[src/rtl/bp_pkg.sv]
// Shared widths, table entry layout and write-port opcodes for the 1-bit branch predictor.
// Table geometry is owned here; the parameters on the top and table default to these values.
package bp_pkg;

    localparam int IDX_BITS_DEF = 4;
    localparam int PC_W_DEF     = 32;
    localparam int TAG_W        = PC_W_DEF - IDX_BITS_DEF - 2;

    localparam logic [PC_W_DEF-1:0] PC_INC = PC_W_DEF'(4);

    typedef struct packed {
        logic                valid;
        logic [TAG_W-1:0]    tag;
        logic [PC_W_DEF-1:0] target;
        logic                dir;
    } bht_entry_t;

    // Write-port command: allocate/replace on taken, clear direction only on a tag hit.
    typedef enum logic [1:0] {
        WR_NONE    = 2'd0,
        WR_ALLOC   = 2'd1,
        WR_CLR_DIR = 2'd2
    } wr_op_e;

endpackage

[src/rtl/bp_table.sv]
// Direct-mapped branch target table held in flops: one combinational read port,
// one synchronous write port and an asynchronous clear of every entry.
module bp_table
    import bp_pkg::*;
#(
    parameter int IDX_BITS = IDX_BITS_DEF
) (
    input  logic                clk_i,
    input  logic                rst_n_i,
    input  logic [IDX_BITS-1:0] rd_idx_i,
    output bht_entry_t          rd_entry_o,
    input  wr_op_e              wr_op_i,
    input  logic [IDX_BITS-1:0] wr_idx_i,
    input  logic [TAG_W-1:0]    wr_tag_i,
    input  logic [PC_W_DEF-1:0] wr_target_i,
    output wr_op_e              dbg_wr_op_o
);

    localparam int ENTRIES = 1 << IDX_BITS;

    bht_entry_t table_q [ENTRIES];
    bht_entry_t table_d [ENTRIES];

    // Reads see the stored contents; a same-cycle write lands on the next edge.
    assign rd_entry_o  = table_q[rd_idx_i];
    assign dbg_wr_op_o = wr_op_i;

    always_comb begin
        for (int i = 0; i < ENTRIES; i++) begin
            table_d[i] = table_q[i];
        end
        case (wr_op_i)
            WR_ALLOC: begin
                table_d[wr_idx_i].valid  = 1'b1;
                table_d[wr_idx_i].tag    = wr_tag_i;
                table_d[wr_idx_i].target = wr_target_i;
                table_d[wr_idx_i].dir    = 1'b1;
            end
            WR_CLR_DIR: begin
                if (table_q[wr_idx_i].valid && (table_q[wr_idx_i].tag == wr_tag_i)) begin
                    table_d[wr_idx_i].dir = 1'b0;
                end
            end
            default: ;
        endcase
    end

    always_ff @(posedge clk_i or negedge rst_n_i) begin
        if (!rst_n_i) begin
            for (int i = 0; i < ENTRIES; i++) begin
                table_q[i] <= '0;
            end
        end else begin
            for (int i = 0; i < ENTRIES; i++) begin
                table_q[i] <= table_d[i];
            end
        end
    end

endmodule

[src/rtl/branch_predictor_1bit.sv]
// 1-bit direction predictor with direct-mapped BTB: zero-latency IF lookup,
// EX-stage update, registered one-cycle MISS pulse with its redirect PC.
module branch_predictor_1bit
    import bp_pkg::*;
#(
    parameter int IDX_BITS = IDX_BITS_DEF,
    parameter int PC_W     = PC_W_DEF
) (
    input  logic            CLOCK,
    input  logic            RESET_N,
    input  logic [PC_W-1:0] PC_IF,
    output logic            PRED_TAKEN,
    output logic [PC_W-1:0] PRED_TARGET,
    input  logic            RES_VALID,
    input  logic [PC_W-1:0] RES_PC,
    input  logic            RES_TAKEN,
    input  logic [PC_W-1:0] RES_TARGET,
    input  logic            RES_PRED_TAKEN,
    input  logic [PC_W-1:0] RES_PRED_TARGET,
    output logic            MISS,
    output logic [PC_W-1:0] REDIRECT_PC
);

    // RES_VALID qualifies every RES_* input for exactly one cycle; there is no
    // back-pressure, so the pipeline must drop it for squashed instructions.

    bht_entry_t          rd_entry;
    wr_op_e              wr_op;
    wr_op_e              dbg_wr_op;
    logic                hit;
    logic                mispredict;
    logic                miss_q, miss_d;
    logic [PC_W-1:0]     redirect_q, redirect_d;
    logic                unused_ok;

    assign unused_ok = ^{PC_IF[1:0], RES_PC[1:0], dbg_wr_op};

    bp_table #(
        .IDX_BITS (IDX_BITS)
    ) u_table (
        .clk_i       (CLOCK),
        .rst_n_i     (RESET_N),
        .rd_idx_i    (PC_IF[IDX_BITS+1:2]),
        .rd_entry_o  (rd_entry),
        .wr_op_i     (wr_op),
        .wr_idx_i    (RES_PC[IDX_BITS+1:2]),
        .wr_tag_i    (RES_PC[PC_W-1:IDX_BITS+2]),
        .wr_target_i (RES_TARGET),
        .dbg_wr_op_o (dbg_wr_op)
    );

    assign hit         = rd_entry.valid && (rd_entry.tag == PC_IF[PC_W-1:IDX_BITS+2]);
    assign PRED_TAKEN  = hit && rd_entry.dir;
    assign PRED_TARGET = PRED_TAKEN ? rd_entry.target : (PC_IF + PC_INC);

    always_comb begin
        wr_op = WR_NONE;
        if (RES_VALID) begin
            wr_op = RES_TAKEN ? WR_ALLOC : WR_CLR_DIR;
        end
    end

    // A taken/taken pair still mispredicts when the carried target was stale.
    assign mispredict = RES_VALID &&
                        ((RES_PRED_TAKEN != RES_TAKEN) ||
                         (RES_TAKEN && RES_PRED_TAKEN && (RES_PRED_TARGET != RES_TARGET)));

    always_comb begin
        miss_d     = mispredict;
        redirect_d = redirect_q;
        if (mispredict) begin
            redirect_d = RES_TAKEN ? RES_TARGET : (RES_PC + PC_INC);
        end
    end

    always_ff @(posedge CLOCK or negedge RESET_N) begin
        if (!RESET_N) begin
            miss_q     <= 1'b0;
            redirect_q <= '0;
        end else begin
            miss_q     <= miss_d;
            redirect_q <= redirect_d;
        end
    end

    assign MISS        = miss_q;
    assign REDIRECT_PC = redirect_q;

endmodule
[config.mk]
export PLATFORM = sky130hd
export DESIGN_NAME = branch_predictor_1bit
export DESIGN_NICKNAME = d
export VERILOG_FILES = /design/src/rtl/bp_pkg.sv /design/src/rtl/bp_table.sv /design/src/rtl/branch_predictor_1bit.sv
export SDC_FILE = /design/constraint.sdc
export NUM_CORES = 2
export LEC_CHECK = 0
export CORE_UTILIZATION = 65
export CTS_BUF_LIST = sky130_fd_sc_hd__clkbuf_8
export CTS_CLUSTER_SIZE = 20
export DETAILED_ROUTE_END_ITERATION = 6
export GPL_ROUTABILITY_DRIVEN = 0
export PLACE_DENSITY = 0.84
export SYNTH_ARGS = -nofsm -noshare
export SYNTH_HDL_FRONTEND = slang
export SYNTH_SLANG_ARGS = --single-unit
[constraint.sdc]
create_clock -name CLOCK -period 15 [get_ports CLOCK]
set_input_delay 3 -clock CLOCK [delete_from_list [all_inputs] [get_ports CLOCK]]
set_output_delay 3 -clock CLOCK [all_outputs]
set_load 0.02 [all_outputs]
==> run summary <==
Clock share of power -> 0.311
Internal -> 5.34 mW
First-pass GRT wire length -> 224000 um
Vias in the first global route -> 35300
Syn_area_per_cell -> 14.6 um2
GRT Total Usage -> 0.390
Maxcap violations -> 0
Tightest Pin Transition -> 1.34 ns
TritonCTS clock tree -> yes
Clk slew on worst S/H paths -> 0.06 ns
RSZ-0062 raised after global routing -> false
Hold Path Class -> reg2reg
Clock tree buffer depth -> 3
Die area -> 79300 um2
Setup TNS -> 0 ns
Vias/cell -> 7.11
Total core area -> 77500 um2
Leak -> 25.2 nW
1st-pass router iterations -> 7
Total setup buffers inserted after CTS -> 0
CTS root buf -> clkbuf_8
Via count -> 33500
Hold Buf Count CTS -> 0
Net Sw Frac -> 0.286
Site Rows -> 102
Slew HR -> 0.102
Worst EP arrival -> 8.79 ns
Pins Over Slew Limit -> 0
Distinct cells, synth -> 70
Critical path capture point type -> output port
Initial core utilization -> 0.656
Max Freq -> 0.0848 GHz
Area of the multi-input gates -> 24500 um2
PortBufs -> 198
Drc violations -> 46
Top cells by area, synth -> dfrtp_1 (49%), mux2_2 (21%), mux4_2 (17%)
Initial antenna violation count -> 6
Ys flop type -> dfrtp_1
DRT iter0 DRCs -> 4560
H-Tree Depth -> 4
Num CTS Buffers -> 163
Largest area contributor in the netlist -> dfrtp_1
Max FO, Critical Path -> 88
Worst setup SP type -> input port
WHS -> 0.484 ns
P&R area growth vs syn -> 11.3%
Hpwl dp -> 92500 um
Final net count -> 3694
Fillers -> 4808
Final worst path period share -> 0.786
Chip height -> 282 um
Post-synth EDFFs -> 0
Power Total -> 7.48 mW
Reg power frac -> 0.475
Crit Path Class -> in2out
Yosys top cell area share -> 0.489
Yosys warnings -> 0
Die width -> 282 um
Mapped Area -> 50800 um2
Clk Latency, worst-skew pair -> 0.83 ns
Pre-CTS WS -> 3.77 ns
Seq/Total Area, Yosys -> 0.489
Final Worst Setup Slack -> 3.21 ns
Top-Level Pins -> 199
Detail Route Antenna Nets -> 0
Routed length per instance -> 31.6 um
Most frequent cells after synthesis -> dfrtp_1 (993), mux2_2 (933), mux4_2 (384)
TritonCTS Sinks -> 993
P_sw -> 2.14 mW
Syn Inst Count -> 3472
Clk_skew -> 0.0396 ns
Req. time, crit path -> 12.00 ns
Combinational power share -> 0.214
Largest net degree at the start of global routing -> 201
Register bit total from synthesis -> 993
FF+latch area -> 24800 um2
Status -> complete, but fails checks
Setup violations, final -> 0
Final hold violations -> 0
Ys async rst share -> 1.00
CTS-repair resized insts -> 0
Minimum clock period -> 11.79 ns
Total grt overflow -> 0
Most frequent cell after synthesis -> dfrtp_1
Post-Route WL -> 149000 um
Maximum vdd drop -> 0.0992 mV
Failing checks -> design-rule violations
Syn nets -> 3612
Layout cell share with drive strength beyond 1 -> 0.458
Power Density -> 132 nW/um2
## worst max-delay path, cell delays in order
cell and delay [ns]:
buf_8 0.57, buf_4 1.06, mux4_2 0.63, mux2i_1 0.37
nor2_1 0.08, a21oi_1 0.16, a41oi_1 0.22, a2111oi_0 0.77
nand4_1 0.16, nor4b_1 0.82, clkdlybuf4s50_1 0.76
## power by group through the flow
| stage | Sequential, mW | Clock, mW | Combinational [mW] |
|---|---|---|---|
| floorplan | 3.46 | 0 | 1.12 |
| global placement | 3.51 | 0 | 1.51 |
| detailed placement | 3.57 | 0 | 1.57 |
| CTS | 3.53 | 2.35 | 1.58 |
| global route | 3.60 | 2.47 | 1.68 |
| finish | 3.55 | 2.33 | 1.60 |
## stage by stage
stage / area (um2) / utilization / instances
floorplan: 50800 / - / 3472
global placement: 53300 / 0.688 / 4429
detailed placement: 53300 / 0.688 / 4429
CTS: 56500 / 0.730 / 4714
global route: 56500 / 0.730 / 4715
finish: 56500 / 0.730 / 4718
## layout by cell type, fill, tap and decap left out, drive strengths merged, types with 38 or more instances in the layout
cell type      count
o21ai             83
xor2              39
mux4             384
mux2             968
mux2i             67
nand3             38
clkdlybuf4s50    188
clkbuf           203
inv               86
buf               84
nand2            147
nor2              56
xnor2             91
dfrtp            993
## state kept, by name, indices dropped and copies added, names as in the netlist
register	flops
u_table.table_q	960
REDIRECT_PC	32
MISS	1
## final timing paths
| check | end | startpoint | slack, ns | depth (start not counted) |
|---|---|---|---|---|
| min in group asynchronous | u_table.table_q[151] | RESET_N | 2.27 | 1 |
| setup reg to reg | u_table.table_q[540] | u_table.table_q[276] | 10.21 | 8 |
| max in group asynchronous | u_table.table_q[665] | RESET_N | 10.05 | 3 |
| hold / removal | REDIRECT_PC[21] | REDIRECT_PC[21] | 0.48 | 2 |
| setup / recovery | PRED_TAKEN | PC_IF[3] | 3.21 | 11 |
| hold reg to reg | REDIRECT_PC[21] | REDIRECT_PC[21] | 0.48 | 2 |
## logic make-up (layout without fill, tap and decap cells)
family / count (synthesis) / in the layout / share of synthesized area
AOI/OAI and AO/OA: 187 / 187 / 0.0227
xor gates and xnor gates: 130 / 130 / 0.0224
adders and majority gates: 7 / 7 / 0.00172
buffers and inverters: 379 / 581 / 0.0308
DFF: 993 / 993 / 0.489
muxes: 1419 / 1419 / 0.400
other: 0 / 4 / 0
and+or+nand+nor: 357 / 357 / 0.0334
## layout make-up
type                    instances  share of cell area
flip-flops and latches        993               0.439
clock inverters                82             0.00724
inverters                      24             0.00162
repair buffers                272              0.0450
multi-input cells            2100               0.434
well taps                    1040              0.0230
clock buffers                 203              0.0494
diodes                          4            0.000177
## metal layers
metal	vias to the layer above	track usage	wire, um
met5	-	0	52
met4	8	0.189	7770
met3	536	0.130	18300
met2	2252	0.575	67600
met1	17600	0.525	55600
li1	13200	-	-
Note: power is estimated with default switching activity, not from simulation.
